===== src/rtl/score_bcd_seq_pkg.sv =====
// Shared types and constants for the score display BCD path.
// Holds digit width, the FSM state type and a power-of-ten helper.
package score_pkg;

   localparam int BCD_W = 4;

   typedef enum logic [1:0] {
      IDLE,
      SHIFT,
      DONE
   } bcd_state_t;

   function automatic logic [31:0] pow10(input int n);
      logic [31:0] r;
      r = 32'd1;
      for (int i = 0; i < n; i++) begin
         r = r * 32'd10;
      end
      return r;
   endfunction

endpackage


===== src/rtl/score_bcd_seq_digit.sv =====
// One double-dabble correction cell: add 3 when the digit is 5 or more,
// so the following left shift carries correctly into the next decade.
module bcd_dabble_digit
   import score_pkg::*;
(
   input  logic [BCD_W-1:0] i_digit,
   output logic [BCD_W-1:0] o_digit
);

   assign o_digit = (i_digit >= 4'd5) ? i_digit + 4'd3 : i_digit;

endmodule


===== src/rtl/score_bcd_seq.sv =====
// Iterative binary-to-BCD converter for the score display, one input bit
// per cycle, with saturation on overflow and leading-zero blank flags.
module score_bcd_seq
   import score_pkg::*;
#(
   parameter int IN_W   = 20,
   parameter int DIGITS = 7
) (
   input  logic                    clk,
   input  logic                    resetn,
   input  logic                    start,
   input  logic [IN_W-1:0]         value,
   output logic                    busy,
   output logic                    done,
   output logic [BCD_W*DIGITS-1:0] digits,
   output logic [DIGITS-1:0]       blank,
   output logic                    overflow
);

   localparam int ACC_W = BCD_W * DIGITS;
   localparam int CNT_W = (IN_W > 1) ? $clog2(IN_W) : 1;
   localparam int CMP_W = (IN_W > 32) ? IN_W : 32;

   localparam logic [CMP_W-1:0] LIMIT    = CMP_W'(pow10(DIGITS));
   localparam logic [CNT_W-1:0] CNT_INIT = CNT_W'(IN_W - 1);
   localparam logic [ACC_W-1:0] NINES    = {DIGITS{4'h9}};

   bcd_state_t         r_state;
   bcd_state_t         w_state_nxt;
   logic [IN_W-1:0]    r_sh;
   logic [ACC_W-1:0]   r_acc;
   logic [CNT_W-1:0]   r_cnt;
   logic               r_ovf_q;
   logic [ACC_W-1:0]   r_digits;
   logic               r_ovf;
   logic [ACC_W-1:0]   w_adj;
   logic [ACC_W-1:0]   w_acc_nxt;
   logic               w_ovf;
   logic               w_last;
   logic [DIGITS-1:0]  w_blank;

   for (genvar g = 0; g < DIGITS; g++) begin : g_dig
      bcd_dabble_digit u_dig (
         .i_digit (r_acc[g*BCD_W +: BCD_W]),
         .o_digit (w_adj[g*BCD_W +: BCD_W])
      );
   end

   // Top accumulator bit is dropped; it only matters on overflow,
   // where the saturated result replaces it anyway.
   assign w_acc_nxt = {w_adj[ACC_W-2:0], r_sh[IN_W-1]};
   assign w_ovf     = (CMP_W'(value) >= LIMIT);
   assign w_last    = (r_cnt == '0);

   always_ff @(posedge clk) begin
      if (!resetn) begin
         r_state <= IDLE;
      end else begin
         r_state <= w_state_nxt;
      end
   end

   always_comb begin
      w_state_nxt = r_state;
      unique case (r_state)
         IDLE:    if (start) w_state_nxt = SHIFT;
         SHIFT:   if (w_last) w_state_nxt = DONE;
         DONE:    w_state_nxt = IDLE;
         default: w_state_nxt = IDLE;
      endcase
   end

   always_comb begin
      busy = (r_state != IDLE);
      done = (r_state == DONE);
   end

   always_ff @(posedge clk) begin
      if (!resetn) begin
         r_sh     <= '0;
         r_acc    <= '0;
         r_cnt    <= '0;
         r_ovf_q  <= 1'b0;
         r_digits <= '0;
         r_ovf    <= 1'b0;
      end else begin
         unique case (r_state)
            IDLE: begin
               if (start) begin
                  r_sh    <= value;
                  r_acc   <= '0;
                  r_cnt   <= CNT_INIT;
                  r_ovf_q <= w_ovf;
               end
            end
            SHIFT: begin
               r_acc <= w_acc_nxt;
               r_sh  <= r_sh << 1;
               r_cnt <= r_cnt - CNT_W'(1);
               // Result lands with the DONE state so it is valid with done.
               if (w_last) begin
                  r_digits <= r_ovf_q ? NINES : w_acc_nxt;
                  r_ovf    <= r_ovf_q;
               end
            end
            default: ;
         endcase
      end
   end

   always_comb begin
      logic v_run;
      w_blank = '0;
      v_run   = 1'b1;
      for (int i = DIGITS - 1; i >= 1; i--) begin
         v_run      = v_run & (r_digits[i*BCD_W +: BCD_W] == 4'd0);
         w_blank[i] = v_run;
      end
   end

   assign digits   = r_digits;
   assign blank    = w_blank;
   assign overflow = r_ovf;

endmodule

===== config.mk =====
export PLATFORM = sky130hd
export DESIGN_NAME = score_bcd_seq
export DESIGN_NICKNAME = d
export VERILOG_FILES = /design/src/rtl/score_bcd_seq_pkg.sv /design/src/rtl/score_bcd_seq_digit.sv /design/src/rtl/score_bcd_seq.sv
export SDC_FILE = /design/constraint.sdc
export NUM_CORES = 1
export LEC_CHECK = 0
export ABC_AREA = 0
export BUFFER_PORTS_ARGS = -buffer_cell sky130_fd_sc_hd__buf_2
export CAP_MARGIN = 30
export CORE_MARGIN = 2
export CORE_UTILIZATION = 30
export DETAILED_ROUTE_END_ITERATION = 7
export SLEW_MARGIN = 20
export SYNTH_ARGS = -nofsm -noshare
export SYNTH_HDL_FRONTEND = slang
export SYNTH_HIERARCHICAL = 1
export SYNTH_SLANG_ARGS = --single-unit
export TNS_END_PERCENT = 30

===== constraint.sdc =====
create_clock -name clk -period 4 [get_ports clk]
set_clock_uncertainty 0.15 [all_clocks]
set_input_delay 0.4 -clock clk [delete_from_list [all_inputs] [get_ports clk]]
set_output_delay 0.4 -clock clk [all_outputs]
set_load 0.01 [all_outputs]

Yosys cells after proc, flatten, opt, wreduce, memory -nomap -nowiden
Index checks and enable logic that the tools add are counted.
{"block": "totals", "mem_bits_ro": 0, "mem_bits_rw": 0, "latch_bits": 0, "out_inout_bits": 38, "memories": 0, "inputBits": 23, "reg_bits": 83, "word_cells": 58}
{"block": "op_classes", "n_eq_ne": 4, "mux": 16, "add_sub_neg": 8, "bitwise_logic": 5, "n_mul": 0, "shift": 0, "n_div": 0, "reduce_logical": 13, "order_cmp": 7}
{"op": "$pmux 28 s2", "count": 1}
{"op": "$pmux 20 s2", "count": 1}
{"op": "$ge 4x3->1 const B", "count": 7}
{"op": "$mux 28", "count": 1}
{"op": "$add 4x2->4 const B", "count": 6}
{"op": "$logic_not 4->1", "count": 6}
{"op": "$mux 4", "count": 6}
{"op": "$mux 20", "count": 1}
{"op": "$pmux 5 s2", "count": 1}
{"op": "$reduce_and 2->1", "count": 3}
{"op": "$and 1x1->1", "count": 5}
{"op": "$logic_not 5->1", "count": 1}
{"op": "$mux 5", "count": 1}
{"op": "$sub 5x1->5 const B", "count": 1}
{"op": "$mux 2", "count": 2}
{"op": "$ne 2x2->1 const B", "count": 2}
{"op": "$pmux 2 s2", "count": 1}
{"op": "$reduce_bool 2->1", "count": 2}
{"op": "$add 3x2->3 const B", "count": 1}
{"op": "$mux 3", "count": 1}
{"op": "$eq 2x1->1 const B", "count": 1}
{"op": "$eq 2x2->1 const B", "count": 1}
{"op": "$logic_not 2->1", "count": 1}

Depth between registers and ports, before layout
{"block": "logic_depth", "depth_word": 6, "mapped_depth": 7, "mapped_depth_nobuf": 7}

Hierarchy
Netlist, hierarchy kept.
{"module": "score_bcd_seq", "cells_each": 350, "n_inst": 1, "seq_area_each_um2": 1661.6, "area_per_inst_um2": 3290.7}
{"module": "bcd_dabble_digit", "cells_each": 16, "n_inst": 7, "seq_area_each_um2": 0.0, "area_per_inst_um2": 101.3}

Worst setup path after synthesis
OpenSTA, ideal clock, no wires.
{"block": "synth_path", "path_kind": "reg2out", "startpoint": "register r_digits[27] (netlist: digits[27])", "endpoint": "output blank[1]", "n_path_buf": 0, "arrival_time_ns": 1.568, "slack_ns": 1.882, "stages_incl_launch_ff": 4, "required_time_ns": 3.450, "cell_sequence": "dfxtp_1 nor4_1 nand4_1 nor3_1"}
{"block": "synth_via", "elab_chain_cells": 6}
{"element": "start, declared", "line": "score_bcd_seq.sv:34", "source": "logic [ACC_W-1:0] r_digits;"}
{"element": "start signal, assigned", "line": "score_bcd_seq.sv:102", "source": "r_digits <= r_ovf_q ? NINES : w_acc_nxt;"}
{"element": "$logic_not 4->1", "line": "score_bcd_seq.sv:116", "source": "v_run = v_run & (r_digits[i*BCD_W +: BCD_W] == 4'd0);"}
{"element": "via blank[6]", "line": "score_bcd_seq.sv:16", "source": "output logic [DIGITS-1:0] blank,"}
{"element": "$and 1x1->1 (5 in a row)", "line": "score_bcd_seq.sv:116"}
{"element": "end, declared", "line": "score_bcd_seq.sv:16"}
The timed path passes the listed nets, and every way through them passes these cells.

Worst setup path in the final report
{"block": "layout_path", "startpoint": "register r_digits[27] (netlist: digits[27])", "endpoint": "output blank[1]"}
{"block": "layout_via", "elab_chain_cells": 6}
{"element": "$logic_not 4->1", "line": "score_bcd_seq.sv:116"}
{"element": "$and 1x1->1 (5 in a row)", "line": "score_bcd_seq.sv:116"}
Every way passes these cells.

==> summary.md <==
| Metric | Value |
|---|---|
| ANT cells | 0 |
| Hold path depth | 4 |
| RSZ-0062 raised after global routing | false |
| Critical path, cell by cell | nor4_1 -> nand4_1 -> nor3_1 -> buf_2 |
| Gpl congestion | around 0.75 |
| Core footprint | approximately 0.013 mm² |
| Share of layout cells above drive strength 1 | 18.36% |
| DP Area | about 0.0044 mm² |
| I/O Buffers | 58 |
| Die area | ~0.014 mm² |
| Hold-fix buffers at CTS | 0 |
| Slew Limit Fails | 0 |
| Max Cap Viol | 0 |
| Critical path's slowest cell | nor4_1 |
| Pwr per Cell Area | 388.1 mW/mm² |
| CP arrival | between 1.5 and 2 ns |
| Placed insts | 672 |
| Worst Setup End Kind | primary output |
| WP data required | 3.45 ns |
| Post-CTS Setup Inserts | 0 |
| Vias/cell | between 4 and 5 |
| Post-route setup TNS | 0 ns |
| Mean post-synth cell area | 8.690 µm² |
| CP max FO | 4 |
| Final worst-path cycle share | 63.48% |
| CP max stage delay | 0.67 ns |
| CTS root buf | clkbuf_16 |
| CTS Buf Count | 9 |
| # rows | 42 |
| Vias in the first global route | 3,288 |
| Static leakage | 1.943 nW |
| Drt wl/cell | about 13 µm |
| ANT nets after route | 0 |
| Worst min path class | input port to flop |
| Crit path time final | between 2 and 3 ns |
| 1st-pass router iterations | 4 |
| Worst setup margin | 1.461 ns |
| Syn Inst Count | 458 |
| Overall Global Routing Usage | between 10% and 20% |
| Worst Setup Start Kind | flop |
| Clk buf depth | 2 |
| Number of cells on the worst reg-to-reg path | 5 |
| 1st-iter DRT viols | between 150 and 200 |
| Layout net count | 545 |
| Clock-pin slew on the worst setup and hold paths | 0.06 ns |
| Htree depth | 3 |
| CTS tree | done |
| Die Ht | 119.2 µm |
| DRC | 0 |
| Run status | complete, no violations |
| Non-Filler Instances | between 600 and 700 |
| Initial antenna violation count | 0 |
| Clk sinks | 83 |
| Slew margin rel. | 49.50% |
| Die width | about 120 µm |
| Setup violations, final | 0 |
| Grt ovf | 0 |
| Post-Syn Area | between 0.003 and 0.004 mm² |
| Initial Util | 30.42% |
| Design Area, Final | 0.004668 mm² |
| Via count | 3,224 |
| F_max | roughly 390 MHz |
| Largest net degree at the start of global routing | 61 |
| Area delta synth->final | 17.29% |
| Yosys warnings | 6 |
| Fin. Hold Viols | 0 |
| Worst slack at placement | 1.749 ns |
| Aggregate routed wire length | between 8000 and 9000 µm |
| # resized after CTS | 0 |
| First-pass GRT wire length | 15,090 µm |
| Crit Path Category | flop to primary output |
| VDD IR max | ~0.20 mV |
| Slew @ Worst Pin | ~0.75 ns |
| I/O pins | between 60 and 70 |
| Dpl hpwl | 5963 µm |
| Clk_lat worst skew | 0.34 ns |
-- critical path: cells and delay by family, from the launching register on --
kind / cells / cell delay [ns]
AND/OR/NAND/NOR: 3 / 1.17
flip-flops: 1 / 0.32
buffers and inverters: 1 / 0.16
-- final timing paths --
check        slack [ns]       start         end
max reg2reg        1.77  r_state[0]  digits[14]
max                1.46  digits[27]    blank[1]
min reg2reg        0.31   digits[2]   digits[2]
min                0.27    value[0]     r_sh[0]
-- per-stage QoR --
step	total power [W]	hold slack, ns	utilization, %
floorplan	0.001019	0.2924	-
global placement	0.001051	0.2930	33.53
detailed placement	0.001056	0.2983	33.53
CTS	0.001838	0.2626	35.68
global route	0.001897	0.2869	35.68
finish	0.001812	0.2740	35.68
-- metal layers --
| layer | global-route usage (%) | share of wire, % | routed length [µm] |
|---|---|---|---|
| met4 | 3.348 | 1.0 | 89 |
| met1 | 15.73 | 47 | 4057 |
| met5 | 0 | 0 | 0 |
| met2 | 21.88 | 46 | 4000 |
| met3 | 4.646 | 5.3 | 458 |
-- layout by cell type (no fill, tap or decap), drive strengths merged, types with 2 or more instances in the layout --
cell      n
buf      65
conb      2
or4       2
inv      19
o21ai    32
ha       15
nand2b   14
nor4      4
mux2i    36
nor3      2
dfxtp    83
nand2   122
nand3b    2
nor2     14
clkbuf   10
clkinv    6
a21oi    10
a22o     46
xnor2     7
nor2b     5
and2      2
-- flip-flops by register name, summed over array words and instances, names as in the netlist --
register and cells:
digits 28, r_acc 28, r_sh 20, r_cnt 5
r_state 2
-- final cells by class --
cell class              count  area, µm²
fillers                  1376       8417
multi-input cells         329       2092
flip-flops and latches     83       1662
repair buffers             65      342.8
clock buffers              10      239.0
well taps                 176      220.2
inverters                  19      71.32
clock inverters             6      41.29
-- power breakdown --
group	internal, W	switching (W)
clock	0.000437	0.000338
combinational	0.0000682	0.0000991
sequential	0.000852	0.0000175
(Power assumes the default switching activity.)
